[src/rtl/ov_cam_pkg.sv]
// Shared types and helpers for the OV7670-class DVP capture front end.
// Holds the capture FSM encoding, geometry helpers and the grey-to-RGB565 expansion.
package ov_cam_pkg;

  typedef enum logic [1:0] {
    ST_IDLE       = 2'd0,
    ST_FRAME      = 2'd1,
    ST_DONE       = 2'd2,
    ST_WAIT_START = 2'd3
  } cap_state_e;

  localparam int DEF_IMG_W      = 320;
  localparam int DEF_IMG_H      = 240;
  localparam int BYTES_PER_LINE = 2 * DEF_IMG_W;

  function automatic int bytes_per_line(input int img_w);
    return 2 * img_w;
  endfunction

  // A one-pixel buffer still needs a 1-bit address port.
  function automatic int addr_width(input int img_w, input int img_h);
    return (img_w * img_h > 1) ? $clog2(img_w * img_h) : 1;
  endfunction

  function automatic logic [15:0] grey_to_rgb565(input logic [7:0] y);
    return {y[7:3], y[7:2], y[7:3]};
  endfunction

endpackage

[src/rtl/ov_sync_pipe.sv]
// Two-stage alignment register for the camera pins {href, vsync, data}.
// All bits share the same delay so data stays lined up with its qualifiers.
module ov_sync_pipe
  import ov_cam_pkg::*;
#(
  parameter int W = 10
) (
  input  logic         ov_pclk,
  input  logic         rstn,
  input  logic [W-1:0] din,
  output logic [W-1:0] dout
);

  logic [W-1:0] stage1_q, stage1_d;
  logic [W-1:0] stage2_q, stage2_d;

  always_comb begin
    stage1_d = din;
    stage2_d = stage1_q;
  end

  always_ff @(posedge ov_pclk or negedge rstn) begin
    if (!rstn) begin
      stage1_q <= '0;
      stage2_q <= '0;
    end else begin
      stage1_q <= stage1_d;
      stage2_q <= stage2_d;
    end
  end

  assign dout = stage2_q;

endmodule

[src/rtl/ov_capture_ctrl.sv]
// DVP camera capture controller: turns the 8-bit byte stream into 16-bit frame buffer writes
// at row_base + col, with format select, byte swap, clipping and frame/line error reporting.
module ov_capture_ctrl
  import ov_cam_pkg::*;
#(
  parameter int IMG_W  = 320,
  parameter int IMG_H  = 240,
  parameter int FCNT_W = 8,
  localparam int AW    = addr_width(IMG_W, IMG_H)
) (
  input  logic              ov_pclk,
  input  logic              rstn,
  input  logic              cap_en,
  input  logic              fmt_grey,
  input  logic              swap_bytes,
  input  logic              href,
  input  logic              vsync,
  input  logic [7:0]        ov7670_data,
  output logic              WE,
  output logic [AW-1:0]     wAddr,
  output logic [15:0]       wData,
  output logic              busy,
  output logic              frame_done,
  output logic [FCNT_W-1:0] frame_cnt,
  output logic              line_err,
  output logic              frame_err
);

  localparam int BPL = bytes_per_line(IMG_W);
  // Byte counter spans two full lines so overlong lines never alias to a correct count.
  localparam int BCW = $clog2(2 * BPL + 1);
  localparam int CW  = $clog2(IMG_W + 1);
  localparam int LCW = $clog2(IMG_H + 2);

  logic [9:0] sync_out;
  logic       h2, v2;
  logic [7:0] d2;

  ov_sync_pipe #(.W(10)) u_sync (
    .ov_pclk (ov_pclk),
    .rstn    (rstn),
    .din     ({href, vsync, ov7670_data}),
    .dout    (sync_out)
  );

  assign h2 = sync_out[9];
  assign v2 = sync_out[8];
  assign d2 = sync_out[7:0];

  cap_state_e        state_q, state_d;
  logic              h2_prev_q, h2_prev_d;
  logic              v2_prev_q, v2_prev_d;
  logic [BCW-1:0]    byte_cnt_q, byte_cnt_d;
  logic [CW-1:0]     col_q, col_d;
  logic [LCW-1:0]    line_cnt_q, line_cnt_d;
  logic [AW-1:0]     row_base_q, row_base_d;
  logic [7:0]        hold_q, hold_d;
  logic              grey_q, grey_d;
  logic              swap_q, swap_d;
  logic              line_err_q, line_err_d;
  logic              frame_err_q, frame_err_d;
  logic [FCNT_W-1:0] frame_cnt_q, frame_cnt_d;
  logic              we_q, we_d;
  logic [AW-1:0]     waddr_q, waddr_d;
  logic [15:0]       wdata_q, wdata_d;

  logic v_fall, v_rise, h_fall, frame_start, line_abort;
  logic [15:0] pixel;

  assign v_fall      = v2_prev_q & ~v2;
  assign v_rise      = ~v2_prev_q & v2;
  assign h_fall      = h2_prev_q & ~h2;
  assign frame_start = ((state_q == ST_IDLE) || (state_q == ST_WAIT_START)) && v_fall && cap_en;
  assign line_abort  = v_rise && h2;

  always_ff @(posedge ov_pclk or negedge rstn) begin
    if (!rstn) state_q <= ST_IDLE;
    else       state_q <= state_d;
  end

  always_comb begin
    state_d = state_q;
    unique case (state_q)
      ST_IDLE, ST_WAIT_START: if (v_fall && cap_en) state_d = ST_FRAME;
      ST_FRAME:               if (v_rise) state_d = ST_DONE;
      ST_DONE:                state_d = cap_en ? ST_WAIT_START : ST_IDLE;
      default:                state_d = ST_IDLE;
    endcase
  end

  always_comb begin
    busy       = 1'b0;
    frame_done = 1'b0;
    unique case (state_q)
      ST_IDLE:  busy = 1'b0;
      ST_DONE:  begin busy = 1'b1; frame_done = 1'b1; end
      default:  busy = 1'b1;
    endcase
  end

  always_comb begin
    if (grey_q)      pixel = grey_to_rgb565(hold_q);
    else if (swap_q) pixel = {d2, hold_q};
    else             pixel = {hold_q, d2};
  end

  always_comb begin
    h2_prev_d   = h2;
    v2_prev_d   = v2;
    byte_cnt_d  = byte_cnt_q;
    col_d       = col_q;
    line_cnt_d  = line_cnt_q;
    row_base_d  = row_base_q;
    hold_d      = hold_q;
    grey_d      = grey_q;
    swap_d      = swap_q;
    line_err_d  = line_err_q;
    frame_err_d = frame_err_q;
    frame_cnt_d = frame_cnt_q;
    we_d        = 1'b0;
    waddr_d     = waddr_q;
    wdata_d     = wdata_q;

    if (frame_start) begin
      line_err_d  = 1'b0;
      frame_err_d = 1'b0;
      line_cnt_d  = '0;
      row_base_d  = '0;
      col_d       = '0;
      byte_cnt_d  = '0;
      grey_d      = fmt_grey;
      swap_d      = swap_bytes;
    end

    if (state_q == ST_FRAME) begin
      // A vsync rise mid-line ends that line early; the partial byte is dropped.
      if (h_fall || line_abort) begin
        if (line_abort || (byte_cnt_q != BCW'(BPL))) line_err_d = 1'b1;
        if (line_cnt_q != LCW'(IMG_H + 1)) line_cnt_d = line_cnt_q + LCW'(1);
        if (line_cnt_q < LCW'(IMG_H - 1)) row_base_d = row_base_q + AW'(IMG_W);
        col_d      = '0;
        byte_cnt_d = '0;
      end else if (h2) begin
        if (byte_cnt_q != '1) byte_cnt_d = byte_cnt_q + BCW'(1);
        if (!byte_cnt_q[0]) begin
          hold_d = d2;
        end else if ((col_q < CW'(IMG_W)) && (line_cnt_q < LCW'(IMG_H))) begin
          we_d    = 1'b1;
          waddr_d = row_base_q + AW'(col_q);
          wdata_d = pixel;
          col_d   = col_q + CW'(1);
        end
      end
    end

    if (state_q == ST_DONE) begin
      frame_cnt_d = frame_cnt_q + FCNT_W'(1);
      if (line_cnt_q != LCW'(IMG_H)) frame_err_d = 1'b1;
    end
  end

  always_ff @(posedge ov_pclk or negedge rstn) begin
    if (!rstn) begin
      h2_prev_q   <= 1'b0;
      v2_prev_q   <= 1'b0;
      byte_cnt_q  <= '0;
      col_q       <= '0;
      line_cnt_q  <= '0;
      row_base_q  <= '0;
      hold_q      <= '0;
      grey_q      <= 1'b0;
      swap_q      <= 1'b0;
      line_err_q  <= 1'b0;
      frame_err_q <= 1'b0;
      frame_cnt_q <= '0;
      we_q        <= 1'b0;
      waddr_q     <= '0;
      wdata_q     <= '0;
    end else begin
      h2_prev_q   <= h2_prev_d;
      v2_prev_q   <= v2_prev_d;
      byte_cnt_q  <= byte_cnt_d;
      col_q       <= col_d;
      line_cnt_q  <= line_cnt_d;
      row_base_q  <= row_base_d;
      hold_q      <= hold_d;
      grey_q      <= grey_d;
      swap_q      <= swap_d;
      line_err_q  <= line_err_d;
      frame_err_q <= frame_err_d;
      frame_cnt_q <= frame_cnt_d;
      we_q        <= we_d;
      waddr_q     <= waddr_d;
      wdata_q     <= wdata_d;
    end
  end

  assign WE        = we_q;
  assign wAddr     = waddr_q;
  assign wData     = wdata_q;
  assign frame_cnt = frame_cnt_q;
  assign line_err  = line_err_q;
  assign frame_err = frame_err_q;

endmodule
[config.mk]
export PLATFORM = sky130hd
export DESIGN_NAME = ov_capture_ctrl
export DESIGN_NICKNAME = d
export VERILOG_FILES = /design/src/rtl/ov_cam_pkg.sv /design/src/rtl/ov_sync_pipe.sv /design/src/rtl/ov_capture_ctrl.sv
export SDC_FILE = /design/constraint.sdc
export NUM_CORES = 1
export LEC_CHECK = 0
export BUFFER_PORTS_ARGS = -buffer_cell sky130_fd_sc_hd__clkbuf_2
export CAP_MARGIN = 20
export CORE_UTILIZATION = 45
export CTS_CLUSTER_DIAMETER = 60
export DETAILED_ROUTE_END_ITERATION = 8
export GPL_TIMING_DRIVEN = 0
export PLACE_DENSITY_LB_ADDON = 0.12
export SKIP_CTS_REPAIR_TIMING = 1
export SYNTH_ARGS = -nofsm -noshare
export SYNTH_HDL_FRONTEND = slang
export SYNTH_HIERARCHICAL = 1
export SYNTH_SLANG_ARGS = --single-unit
[constraint.sdc]
create_clock -name ov_pclk -period 3.1 [get_ports ov_pclk]
set_input_delay 0.62 -clock ov_pclk [delete_from_list [all_inputs] [get_ports ov_pclk]]
set_output_delay 0.62 -clock ov_pclk [all_outputs]
set_load 0.02 [all_outputs]
==> results of run 1 <==
[layer usage]
layer | track usage [%] | vias up | routed length [µm]
met3 | 5.642 | 10 | 508
met4 | 7.062 | 0 | 150
met1 | 26.64 | 2233 | 6010
li1 | - | 2281 | -
met5 | 0 | - | 0
met2 | 31.95 | 76 | 6051
[area by class of cell]
type	count	area share (%)
flip-flops and latches	123	42.88
multi-input cells	420	37.60
inverters	16	0.8541
plain buffers	25	2.074
well taps	172	2.998
repair buffers	61	4.689
clock buffers	17	5.926
clock inverters	15	2.981
[power by group through the flow]
| stage | clock (mW) | sequential [mW] | combinational [mW] |
|---|---|---|---|
| global placement | 0 | 2.42 | 2.01 |
| floorplan | 0 | 2.64 | 1.18 |
| detailed placement | 0 | 2.44 | 2.05 |
| CTS | 2.17 | 2.42 | 2.06 |
| global route | 2.24 | 2.49 | 2.29 |
| finish | 2.13 | 2.42 | 2.04 |
[state kept, by name, indices dropped and copies added, names as in the netlist]
register	cells
u_sync/stage1_q	10
u_sync/dout	10
hold_q	8
row_base_q	17
wData	16
v2_prev_q	1
WE	1
frame_cnt	8
line_cnt_q	8
byte_cnt_q	11
swap_q	1
col_q	9
h2_prev_q	1
frame_err	1
line_err	1
state_q	2
wAddr	17
grey_q	1
[through the flow]
step / TNS [ns] / setup WS [ns]
CTS: 0 / 0.5529
global route: 0 / 0.3985
finish: 0 / 0.5352
detailed placement: 0 / 0.5763
global placement: -56.15 / -0.4703
floorplan: 0 / 0.8050
[worst reg2reg max path: cells and delay by family, from the launching register on]
family,cells,cell delay [ns]
fa+ha+maj,2,0.68
compound gates,4,1.15
flops,1,0.42
simple gates,1,0.19
[worst min-delay path by stage]
stage | from | end | depth (start not counted)
3_3_place_gp | u_sync/stage1_q[2] | u_sync/dout[2] | 0
2_1_floorplan | rstn | WE | 0
6_report | rstn | wAddr[15] | 1
4_1_cts | rstn | wAddr[15] | 1
5_1_grt | rstn | wAddr[15] | 1
3_5_place_dp | u_sync/stage1_q[0] | u_sync/dout[0] | 0
[layout by cell type (no fill, tap or decap), types with 11 or more instances in the layout]
master,instances
nand3_1,19
a211oi_1,14
nand2_1,77
nor2b_1,21
o31ai_1,12
inv_1,14
clkbuf_16,17
nor2_1,21
dfrtp_1,123
clkbuf_1,15
a31oi_1,11
o21ai_0,49
xnor2_1,11
a21oi_1,30
clkbuf_2,59
ha_1,20
[kinds of logic after synthesis]
logic type | after synthesis
mux | 18
simple gates | 204
compound gates | 157
buf+inv | 41
xor+xnor | 20
fa+ha+maj | 21
flops | 123
==> impl_metrics.toml, run 1 <==
[sta]
max_slew_margin_pct = 46.32
timing.final.crit_share_pct = 82.73
whs_ns = 0.06749
worst_pin_slew_ns = 0.8052
skew_ns = 0.01026
maxSlewViolCount = 0
setup_violations = 0
rsz0062_at_grt = "false"
fmax_ghz = 0.3899
timing.final.crit_period_ns = 2.565
finalHoldViolCount = 0

[placement]
placed_cell_area_um2 = 6539
portBuffers = 60
gp_congestion = 0.8586
hpwlAfterDp_um = 9014
place_inst = 817

[logic_synthesis]
synth_nets = 620
synth.area.mux_share_pct = 3.197
synth_common_cells = "dfrtp_1, nand2_1, o21ai_0"
synth_area_um2 = 5987
ys_top_cells_by_area = "dfrtp_1, nand2_1, ha_1"
yosysMostFrequentCell = "dfrtp_1"
synth_edf_count = 0
synthArstFlopShare_pct = 100.0
yosysTopAreaCell = "dfrtp_1"
synth_top_family_by_area = "simple AND/OR/NAND/NOR gates"
synthCells = 584
yosys_warnings = 6
syn_avg_cell_area_um2 = 10.25
synth_adder_area_share_pct = 4.514
yosys_register_bits = 123
synthXorXnorAreaFrac_pct = 2.926
synth_top_flop_cell = "dfrtp_1"
ys_seq_area_share_pct = 51.41
synth_compound_area_share_pct = 16.82
synth.top_cell.area_share_pct = 51.41
yosys.area_share.simple_pct = 17.62
yosysUniqueCellTypes = 66

[critical_path]
critPathLaunch = "col_q[0]"
crit_chain = "ha_1 > fa_1 > a21o_1 > a221oi_2 > a211oi_1 > nor3b_1 > o31a_1"
start_kind = "flip-flop"
cp_top_family = "compound AO/OA/AOI/OAI gates"
timing.critical_path.buf_inv = 0
r2r_start = "col_q[0]"
r2r-end = "wAddr[16]"
critPathCapture = "wAddr[16]"
arrival_ns = 2.86
reg2regPathDepth = 7
cp_slowest_cell = "a221oi_2"
critPathKind = "flip-flop to flip-flop"
max_stage_delay_ns = 0.48
r2r_slack_ns = 0.54
critPathMaxFanout = 6
end_kind = "flip-flop"
crit_required_ns = 3.40
cp.depth = 7

[cells_and_area]
nNetsFinal = 700
antenna_cells = 0
fin_util_pct = 56.20
fillers = 1133
register_area_um2 = 3078
stdcell_count = 849
multi_input_area_um2 = 2699
design_area_um2 = 7178
areaGrowthSynthToFinish_pct = 19.90
drive_gt1_share_pct = 18.17

[floorplan]
io_pins = 61
die-area_um2 = 13770
die_y_um = 117.3
coreArea_um2 = 12770
rows = 41
start_util_pct = 46.87
die_w_um = 117.3

[drt]
post_drt_wl_per_cell_um = 14.98
finalWirelength_um = 12720
drt_first_iter_violations = 230
viasPerCell = 5.418
drtAntennaViolNets = 0
vias = 4600
drc_errors = 0
drt_first_pass_iters = 4

[pwr]
total_power_mw = 6.586
combPwrFrac_pct = 31.0
p_int_mw = 4.180
power.share.sequential_pct = 36.7
power_leakage_nw = 3.290
p_clk_share_pct = 32.3
p_sw_share_pct = 36.53
p_per_area_nw_per_um2 = 917.6
switchingPower_mw = 2.406
vdd_ir_drop_max_mv = 0.4600

[cts]
clk_pin_slew_ns = 0.06
clk_path_buf_depth = 2
cts-root-buf = "clkbuf_16"
htree_levels = 4
clock_latency_ns = 0.42
cts_tree = "yes"
cts_buffers = 17
cts.sinks = 123

[grt]
grt_max_degree = 102
antenna_found_initial = 0
grt_use_total_pct = 20.24
gr-total-overflow = 0
grt_pass1_wl_um = 22020
grt_pass1_vias = 4445

[flow_run]
maxCapViolCount = 0

[status]
status = "complete, no violations"

[min_path]
min-delay-path-class = "primary input to async pin"
No activity file was read; power rests on OpenSTA's default activity.
==> inputs of run 2 (changes only) <==
==> constraint.sdc (replaced) <==
create_clock -name ov_pclk -period 2.35 [get_ports ov_pclk]
set_input_delay 0.47 -clock ov_pclk [delete_from_list [all_inputs] [get_ports ov_pclk]]
set_output_delay 0.47 -clock ov_pclk [all_outputs]
set_load 0.02 [all_outputs]
==> run 2 against run 1 <==
Against the previous run: core utilization increased by 1.0 points; design area up 1.8%; global-route usage is the same; hold slack improved by 0.088 ns; die area unchanged; combinational power increased by 36%; sequential share of layout area is 0.78 points lower; critical endpoint is now wAddr[8]; largest cell class unchanged; highest routed layer unchanged.
==> impl_metrics.toml, run 2 (synthesis results as in run 1) <==
[placement]
place_inst = 817
hpwlAfterDp_um = 9014
gp_congestion = 0.8586
placed_cell_area_um2 = 6539
portBuffers = 60
post-place-ws_ns = -0.1737

[cells_and_area]
register_area_um2 = 3078
fillers = 1112
stdcell_count = 856
drive_gt1_share_pct = 20.91
nNetsFinal = 707
layout_common_cells = "dfrtp_1, nand2_1, clkbuf_2"
multi_input_area_um2 = 2764
final_common_cell = "dfrtp_1"
design_area_um2 = 7311
areaGrowthSynthToFinish_pct = 22.11
antenna_cells = 0

[cts]
cts_buffers = 17
clk_path_buf_depth = 2
clock_latency_ns = 0.42
htree_levels = 4
cts_tree = "yes"
clk_pin_slew_ns = 0.06
cts-root-buf = "clkbuf_16"
cts.sinks = 123

[floorplan]
die-area_um2 = 13770
rows = 41
coreArea_um2 = 12770
die_y_um = 117.3
io_pins = 61
start_util_pct = 46.87
die_w_um = 117.3

[critical_path]
r2r_slack_ns = 0.07
crit_required_ns = 2.64
max_stage_delay_ns = 0.41
arrival_ns = 2.57
start_kind = "flip-flop"
critPathMaxFanout = 5
cp_top_family = "compound AO/OA/AOI/OAI gates"
timing.critical_path.buf_inv = 1
end_kind = "flip-flop"
critPathKind = "flip-flop to flip-flop"
cp_slowest_cell = "dfrtp_1"
crit_chain = "ha_2 > fa_2 > a21o_1 > a221oi_4 > buf_4 > nor3_1 > a311oi_1 > o21ai_0"

[sta]
timing.final.crit_period_ns = 2.281
max_slew_margin_pct = 55.24
fin_ws_ns = 0.06865
skew_ns = 0.005303
setup_violations = 0
finalHoldViolCount = 0
tns_ns = 0
worst_pin_slew_ns = 0.6714
fmax_ghz = 0.4383
maxSlewViolCount = 0
timing.final.crit_share_pct = 97.08

[pwr]
total_power_mw = 8.763
p_int_mw = 5.562
switchingPower_mw = 3.202
combPwrFrac_pct = 31.6
p_per_area_nw_per_um2 = 1199
power_leakage_nw = 3.347
p_sw_share_pct = 36.53
power.share.sequential_pct = 36.4
p_clk_share_pct = 32.0
vdd_ir_drop_max_mv = 0.6064

[grt]
grt_max_degree = 102
grt_pass1_wl_um = 22020
grt_use_total_pct = 20.24
grt_pass1_vias = 4445
gr-total-overflow = 0
antenna_found_initial = 0

[flow_run]
maxCapViolCount = 0

[min_path]
min-delay-path-class = "primary input to flip-flop"

[drt]
drc_errors = 0
drt_first_iter_violations = 220
drtAntennaViolNets = 0
drt_first_pass_iters = 4
post_drt_wl_per_cell_um = 15.07
vias = 4606
viasPerCell = 5.381
finalWirelength_um = 12900

[status]
status = "complete, no violations"
-- run 2: cell types whose count changed in the layout (fill, tap and decap cells not counted), moves of 2 or more --
cell      before  now
a221oi_4       0    2
buf_4          0    8
clkbuf_2      59   63
o21ai_2        0    2
clkbuf_1      15    9
-- run 2: path summary, 6_finish.rpt --
kind / start / to / cells after the start
worst max-delay path: col_q[0] / wAddr[8] / 8
worst min-delay path: ov7670_data[5] / u_sync/stage1_q[5] / 1
worst max register to register: col_q[0] / wAddr[8] / 8
worst min register to register: u_sync/stage1_q[0] / u_sync/dout[0] / 0
max in group asynchronous: rstn / hold_q[6] / 3
min in group asynchronous: rstn / wAddr[15] / 2
-- run 2: stage by stage --
step	hold WS, ns	utilization (%)
floorplan	0.1744	-
global placement	0.3318	50.91
detailed placement	0.3347	51.19
CTS	-0.09980	56.20
global route	0.1257	57.23
finish	0.1550	57.23
-- run 2: worst reg2reg max path, stage by stage (launching register included) --
cell	delay (ns)
dfrtp_1	0.41
ha_2	0.22
fa_2	0.36
a21o_1	0.22
a221oi_4	0.39
buf_4	0.18
nor3_1	0.04
a311oi_1	0.23
o21ai_0	0.11
-- run 2: cell type report --
class	count	area share, %
well taps	172	2.944
clock inverters	15	2.927
clock buffers	17	5.819
multi-input cells	420	37.81
plain buffers	24	2.105
inverters	16	0.8386
repair buffers	69	5.460
flip-flops and latches	123	42.10
-- run 2: power by group through the flow --
stage / Combinational (mW) / Sequential, mW / Clock (mW)
6_report: 2.77 / 3.19 / 2.80
3_5_place_dp: 2.71 / 3.22 / 0
2_1_floorplan: 1.56 / 3.48 / 0
3_3_place_gp: 2.65 / 3.20 / 0
4_1_cts: 2.72 / 3.20 / 2.86
5_1_grt: 3.10 / 3.29 / 2.96
-- run 2: metal layers --
layer	GRT usage [%]	routed length (µm)
met2	31.95	6147
met3	5.642	447
met5	0	0
met4	7.062	135
met1	26.64	6171
